<file path="src/rtl/serial_adder_pkg.sv">
// Shared state encoding and WIDTH legality limits for the bit-serial adder.
// Imported by the adder top; the full-adder cell needs nothing from here.
package serial_adder_pkg;

  typedef enum logic [1:0] {
    ST_IDLE = 2'd0,
    ST_RUN  = 2'd1,
    ST_DONE = 2'd2
  } state_t;

  localparam int WIDTH_MIN = 2;
  localparam int WIDTH_MAX = 32;

  function automatic bit width_ok(input int w);
    return (w >= WIDTH_MIN) && (w <= WIDTH_MAX);
  endfunction

endpackage

</file>
<file path="src/rtl/full_adder.sv">
// 1-bit full-adder cell, purely combinational (zero latency, no handshake).
// Addition-side mirror of the ripple subtractor cell.
module full_adder (
  input  logic a,
  input  logic b,
  input  logic c_in,
  output logic s,
  output logic c_out
);

  logic p;

  assign p     = a ^ b;
  assign s     = p ^ c_in;
  assign c_out = (a & b) | (c_in & p);

endmodule

</file>
<file path="src/rtl/serial_adder.sv">
// Bit-serial a+b+c_in, LSB first through one full-adder cell; result valid WIDTH cycles after accept.
// Operands accepted only in IDLE; result held in DONE until out_ready, then one IDLE cycle.
module serial_adder
  import serial_adder_pkg::*;
#(
  parameter int WIDTH = 8
) (
  input  logic             clk,
  input  logic             rst,
  input  logic             in_valid,
  output logic             in_ready,
  input  logic [WIDTH-1:0] a,
  input  logic [WIDTH-1:0] b,
  input  logic             c_in,
  output logic             out_valid,
  input  logic             out_ready,
  output logic [WIDTH-1:0] sum,
  output logic             c_out,
  output logic             ovf
);

  localparam int CW = $clog2(WIDTH);
  localparam logic [CW-1:0] CNT_LAST = CW'(WIDTH - 1);
  localparam logic [CW-1:0] CNT_MSB  = CW'(WIDTH - 2);

  if (!width_ok(WIDTH)) begin : g_width_illegal
    $error("serial_adder: WIDTH must be within 2..32");
  end

  state_t state_q, state_d;

  logic [WIDTH-1:0] a_sh, b_sh;
  // Only the upper WIDTH-1 partial sum bits need storage; the last bit
  // comes straight from the cell when the result register is loaded.
  logic [WIDTH-1:1] sum_sh;
  logic [WIDTH-1:0] sum_nxt;
  logic [CW-1:0]    cnt;
  logic             carry;
  logic             cmsb;
  logic             fa_s, fa_co;
  logic             accept, retire, last_bit;

  logic [WIDTH-1:0] sum_q;
  logic             c_out_q, ovf_q;

  full_adder u_fa (
    .a    (a_sh[0]),
    .b    (b_sh[0]),
    .c_in (carry),
    .s    (fa_s),
    .c_out(fa_co)
  );

  assign in_ready  = (state_q == ST_IDLE);
  assign out_valid = (state_q == ST_DONE);
  assign accept    = in_valid && in_ready;
  assign retire    = out_valid && out_ready;
  assign last_bit  = (state_q == ST_RUN) && (cnt == CNT_LAST);
  assign sum_nxt   = {fa_s, sum_sh};

  assign sum   = sum_q;
  assign c_out = c_out_q;
  assign ovf   = ovf_q;

  always_ff @(posedge clk) begin
    if (rst) state_q <= ST_IDLE;
    else     state_q <= state_d;
  end

  always_comb begin
    state_d = state_q;
    case (state_q)
      ST_IDLE: if (accept)   state_d = ST_RUN;
      ST_RUN:  if (last_bit) state_d = ST_DONE;
      ST_DONE: if (retire)   state_d = ST_IDLE;
      default:               state_d = ST_IDLE;
    endcase
  end

  always_ff @(posedge clk) begin
    if (rst) begin
      a_sh    <= '0;
      b_sh    <= '0;
      sum_sh  <= '0;
      cnt     <= '0;
      carry   <= 1'b0;
      cmsb    <= 1'b0;
      sum_q   <= '0;
      c_out_q <= 1'b0;
      ovf_q   <= 1'b0;
    end else begin
      case (state_q)
        ST_IDLE: begin
          if (accept) begin
            a_sh  <= a;
            b_sh  <= b;
            carry <= c_in;
            cnt   <= '0;
            cmsb  <= 1'b0;
          end
        end
        ST_RUN: begin
          sum_sh <= sum_nxt[WIDTH-1:1];
          a_sh   <= a_sh >> 1;
          b_sh   <= b_sh >> 1;
          carry  <= fa_co;
          if (cnt != CNT_LAST) cnt <= cnt + CW'(1);
          if (cnt == CNT_MSB)  cmsb <= fa_co;
          // cmsb already holds the carry into the MSB from the previous cycle.
          if (last_bit) begin
            sum_q   <= sum_nxt;
            c_out_q <= fa_co;
            ovf_q   <= cmsb ^ fa_co;
          end
        end
        default: ;
      endcase
    end
  end

endmodule

</file>
<file path="config.mk">
export PLATFORM = sky130hd
export DESIGN_NAME = serial_adder
export DESIGN_NICKNAME = d
export VERILOG_FILES = /design/src/rtl/serial_adder_pkg.sv /design/src/rtl/full_adder.sv /design/src/rtl/serial_adder.sv
export SDC_FILE = /design/constraint.sdc
export NUM_CORES = 1
export LEC_CHECK = 0
export ABC_AREA = 1
export BUFFER_PORTS_ARGS = -buffer_cell sky130_fd_sc_hd__clkbuf_2
export CAP_MARGIN = 15
export CORE_MARGIN = 2
export CORE_UTILIZATION = 52
export CTS_BUF_LIST = sky130_fd_sc_hd__clkbuf_16
export CTS_CLUSTER_DIAMETER = 40
export DETAILED_ROUTE_END_ITERATION = 10
export PLACE_DENSITY = 0.74
export SYNTH_ARGS = -nofsm -noshare
export SYNTH_HDL_FRONTEND = slang
export SYNTH_SLANG_ARGS = --single-unit
</file>
<file path="constraint.sdc">
create_clock -name clk -period 1.8 [get_ports clk]
set_input_delay 0.09 -clock clk [delete_from_list [all_inputs] [get_ports clk]]
set_output_delay 0.09 -clock clk [all_outputs]
set_load 0.03 [all_outputs]
</file>
# --- Yosys cells after proc, flatten, opt, wreduce, memory -nomap -nowiden ---
# Cells that the tools add are included.
totals:
  register_bits: 40
  latch_bits: 0
  ramBits: 0
  romBits: 0
  inputBits: 21
  memories: 0
op_classes:
  addsub: 1
  n_mul: 0
  n_div: 0
  order_cmp: 0
  n_eq_ne: 10
  shifts: 0
  muxes: 16
  bitwise_logic: 6
  reduce_logical: 10
ops:
  columns: ["operator", "n"]
  rows:
  - ["case mux 8 bit (2 select lines)", 2]
  - ["two-way mux 8 bit", 2]
  - ["AND reduction 3 bit", 3]
  - ["!= test 2 x 1 -> 1 bit, second input constant", 4]
  - ["== test 3 bit, second input constant", 2]
  - ["two-way mux 2 bit", 3]
  - ["two-way mux 3 bit", 2]
  - ["case mux 2 bit (3 select lines)", 1]
  - ["case mux 3 bit (2 select lines)", 1]
  - ["case mux 1 bit (2 select lines)", 2]
  - ["AND reduction 2 bit", 2]
  - ["adder 3 x 1 -> 3 bit, second input constant", 1]
  - ["logical AND 1 bit", 3]
  - ["two-way mux 1 bit", 3]
  - ["!= test 3 bit, second input constant", 1]
  - ["bitwise XOR 1 bit", 3]
  - ["bitwise AND 1 bit", 2]
  - ["== test 2 x 1 -> 1 bit, second input constant", 1]
  - ["== test 2 bit, second input constant", 1]
  - ["logical NOT 2 bit", 1]
  - ["!= test 2 bit, second input constant", 1]
  - ["nonzero test 2 bit", 1]
  - ["OR 1 bit", 1]

# --- Depth between registers and ports, before layout ---
depth:
  depth_word: 5
  ltp_mapped: 8
  depth_no_buf: 8

# --- Hierarchy ---
# From an unflattened synthesis, not the netlist that was laid out.
hier_totals:
  hier_cells: 267
  area_unflattened_um2: 1866.8
modules_own_cells:
  columns: ["mod", "instances", "cells_per_inst", "area_per_inst_um2", "seq_area_each_um2"]
  rows:
  - ["serial_adder", 1, 266, 1846.8, 800.8]
  - ["full_adder", 1, 1, 20.0, 0.0]

# --- Worst setup path before layout ---
# No wires, ideal clock.
synth_path:
  path_kind: "reg2reg"
  from: "reg state_q[0]"
  to: "reg cmsb"
  setup_time_ns: 0.115
  arrival_ns: 1.287
  required_time_ns: 1.685
  path_slack_ns: 0.398
  stages_incl_launch_ff: 6
  cell_sequence: "dfxtp_1 > buf_6 > nor2_1 > nand2_2 > a21oi_1 > nor2_1"
synth_between:
  elab_chain_len: 4
  elab_cells_between_ends: 8
  classes_between: "3 x eq/ne; 1 x mux; 4 x reduce/logical"
synth_lines:
  columns: ["item", "line_no", "text"]
  rows:
  - ["start, declared", "serial_adder.sv:30", "state_t state_q, state_d;"]
  - ["start signal, assigned", "serial_adder.sv:67", "else state_q <= state_d;"]
  - ["logical NOT 2 bit (*)", "serial_adder.sv:54", "assign in_ready = (state_q == ST_IDLE);"]
  - ["via in_ready", "serial_adder.sv:11", "output logic in_ready,"]
  - ["logical AND 1 bit", "serial_adder.sv:56", "assign accept = in_valid && in_ready;"]
  - ["!= test 2 x 1 -> 1 bit (no source line)", null, null]
  - ["AND reduction 3 bit (no source line)", null, null]
  - ["end signal, assigned", "serial_adder.sv:108", "if (cnt == CNT_MSB) cmsb <= fa_co;"]
  - ["end, declared", "serial_adder.sv:39", "logic cmsb;"]
# The timed path passes the listed nets; every way through them passes the cells marked *.
# A chain may end at the register's enable or synchronous reset.

# --- Worst setup path after layout ---
layout_path:
  from: "reg state_q[0]"
  to: "reg ovf_q, in the netlist ovf"
layout_between:
  elab_chain_len: 3
layout_lines:
  columns: ["item", "line_no", "text"]
  rows:
  - ["== test 2 x 1 -> 1 bit (*)", "serial_adder.sv:58, serial_adder.sv:92", null]
  - ["logical AND 1 bit", "serial_adder.sv:58", "assign last_bit = (state_q == ST_RUN) && (cnt == CNT_LAST);"]
  - ["AND reduction 2 bit (no source line) (*)", null, null]
  - ["end signal, assigned", "serial_adder.sv:113", "ovf_q <= cmsb ^ fa_co;"]
  - ["end, declared", "serial_adder.sv:44", "logic c_out_q, ovf_q;"]
# Mark *: on every way between the ends. The rest lies on a longest branch, timed or not.

==> summary.md <==
| Metric | Value |
|---|---|
| Residual DRC | 0 |
| Die Area | 4020 um^2 |
| Final Hold Viols | 0 |
| PD cells | 960 nW/um^2 |
| CTS tree | yes |
| Capture point of the worst reg-to-reg path | ovf |
| Worst Reg-to-Reg Cells | 5 |
| Clk_skew | 5.88 ps |
| Cell Area, Synth | 1840 um^2 |
| Std-Cell Core Area | 3360 um^2 |
| Critical Path Fanout Max | 11 |
| Critical path class | flip-flop to flip-flop |
| Final Hold Slack | 39.9 ps |
| Post-synth top flop | dfxtp_1 |
| Largest net degree at the start of global routing | 38 |
| Fin nets | 320 |
| First-pass GRT wire length | 6.13 mm |
| Via/cell ratio | 4.69 |
| Worst Path Buf+Inv | 1 |
| Avg Synthesized Cell Area | 6.91 um^2 |
| CTS max path bufs | 2 |
| Gr ovfl total | 0 |
| Worst path required time | 1970 ps |
| Post-CTS sizing | 0 |
| Number of max-cap violations | 0 |
| Hold wc startpoint | b[7] |
| Largest delay contributor family on the critical path | flip-flops |
| CP endpoint kind | flip-flop |
| Final period utilization | 77.0% |
| Ports | 33 |
| Synth top area share | 43.6% |
| Final Setup Violations | 0 |
| Chip width | 63.4 um |
| Routed wire length | 3.47 mm |
| Hold Buf Count CTS | 0 |
| Antenna Violating Nets Remaining | 0 |
| Share of synthesized flip-flops with an asynchronous set or reset | 0% |
| Number of diodes | 0 |
| Worst slew pin tran | 443 ps |
| Starting DRC count in detailed routing | 103 |
| Worst-path cell chain | inv_1 > nor2_2 > nand2_1 > a21oi_1 > nor2_1 |
| Share of cells above drive strength 1 | 17.2% |
| Relative slew slack | 70.4% |
| Post-synthesis net count | 291 |
| Synthesis Warnings | 0 |
| EDFF count, synth | 0 |
| Port bufs | 32 |
| GRT Overall Usage | 19.3% |
| Distinct cells, synth | 21 |
| Setup Fix Bufs, Post-CTS | 0 |
| Register area share after synthesis | 43.6% |
| Vias | 1603 |
| Antenna violations before repair | 0 |
| Maximum VDD drop | 0.717 mV |
| Post-synth top cells | 67 x nand2_1, 66 x nor2_1, 40 x dfxtp_1 |
| Drt wl/cell | 10.2 um |
| H-tree Lvls | 2 |
| Clk slew on worst S/H paths | 60 ps |
| Leading area contributor after synthesis | dfxtp_1 |
| Hold depth | 3 |
| Crit-path slowest cell | dfxtp_1 |
| RSZ-0062 raised after global routing | false |
| Vias in the first global route | 1485 |
| Leakage | 1.06 nW |
| First-pass DRT Iterations | 4 |
| Initial Util | 54.6% |
| Dpl hpwl | 2.30 mm |
| Nature of the critical path startpoint | flip-flop |
| Max incr delay on CP | 570 ps |
| Top cells by area, synth | dfxtp_1 44%, nand2_1 14%, nor2_1 13% |
| Reg2reg setup slack | 410 ps |
| Most frequent cell after synthesis | nand2_1 |
| Post-Synthesis Cells | 266 |
| Setup_tns | 0 ps |
| Status | finished clean |
| Area Overhead vs Synth | 16.0% |
| Min-delay worst type | input pin to flip-flop |
| Clock Sinks | 40 |
| Worst r2r src | state_q[0] |
| TritonCTS buffer count | 5 |
| Rows | 21 |
| Seq cells post-synth | 40 |
| CTS root buf | clkbuf_16 |
| Final GP Congestion | 0.724 |
| Max Transition Viols Final | 0 |
| Worst Path Arrival | 1560 ps |
| Die Height | 63.4 um |
| Clk_lat worst skew | 280 ps |
| Total power | 0.00205 W |
| Min-Delay Endpoint | b_sh[7] |
| Fmax | 721 MHz |
| Minimum clock period | 1390 ps |
-- routing by layer --
| layer | track usage, % | wire length [um] | part of all wire (%) |
|---|---|---|---|
| met4 | 7.07 | 47 | 1.4 |
| met3 | 6.25 | 144 | 4.1 |
| met5 | 0 | 0 | 0 |
| met2 | 32.8 | 1680 | 48 |
| met1 | 22.6 | 1600 | 46 |
-- worst min-delay path, cell delays in order --
cell      delay, ps
clkbuf_2         80
nand2_1          50
a21oi_1          50
-- registers in the layout, indices dropped and copies added (netlist names) --
register	flops
cnt	3
sum	8
carry	1
cmsb	1
b_sh	8
a_sh	8
sum_sh	7
ovf	1
c_out	1
state_q	2
-- where the power goes --
group	internal, W	switching, W
registers	0.000937	0.0000288
logic	0.0000912	0.000146
clock network	0.000509	0.000332
-- how the worst max path moves through the flow --
| stage | start | endpoint | slack [ps] | depth (start not counted) |
|---|---|---|---|---|
| 4_1_cts | state_q[0] | ovf | 400 | 5 |
| 3_3_place_gp | state_q[0] | ovf | 430 | 5 |
| 6_report | state_q[0] | ovf | 410 | 5 |
| 2_1_floorplan | state_q[0] | cmsb | 400 | 5 |
| 5_1_grt | state_q[0] | ovf | 290 | 5 |
| 3_5_place_dp | state_q[0] | ovf | 410 | 5 |
-- cells by family after synthesis --
family | count (synthesis) | synth area share [%]
flip-flops | 40 | 43.6
AO/OA/AOI/OAI | 40 | 11.7
adder cells (fa/ha/maj) | 4 | 3.13
buffers and inverters | 40 | 10.6
AND/OR/NAND/NOR | 142 | 31.0
-- through the flow --
stage	utilization (%)	setup WS, ps	instance area (um^2)	cells
5_1_grt	63.4	289	2130	342
4_1_cts	63.4	403	2130	342
2_1_floorplan	-	398	1840	266
3_5_place_dp	59.1	407	1990	334
3_3_place_gp	59.1	432	1990	334
6_report	63.4	413	2130	342
-- area by class of cell --
cell class,count,area [um^2]
fillers,331,1230
multi-input cells,186,842
flip-flops and latches,40,801
repair buffers,35,183
clock buffers,5,125
inverters,27,104
well taps,46,57.6
clock inverters,3,18.8
-- layout by cell type, fill, tap and decap left out, drive strengths merged --
| master | Yosys | routed |
|---|---|---|
| a21oi | 11 | 11 |
| buf | 12 | 3 |
| clkbuf | 1 | 37 |
| clkinv | 0 | 3 |
| dfxtp | 40 | 40 |
| fa | 1 | 1 |
| ha | 3 | 3 |
| inv | 27 | 27 |
| nand2 | 70 | 70 |
| nand3 | 4 | 4 |
| nor2 | 68 | 68 |
| o21ai | 29 | 29 |
Power figures use the tool's default switching activity.
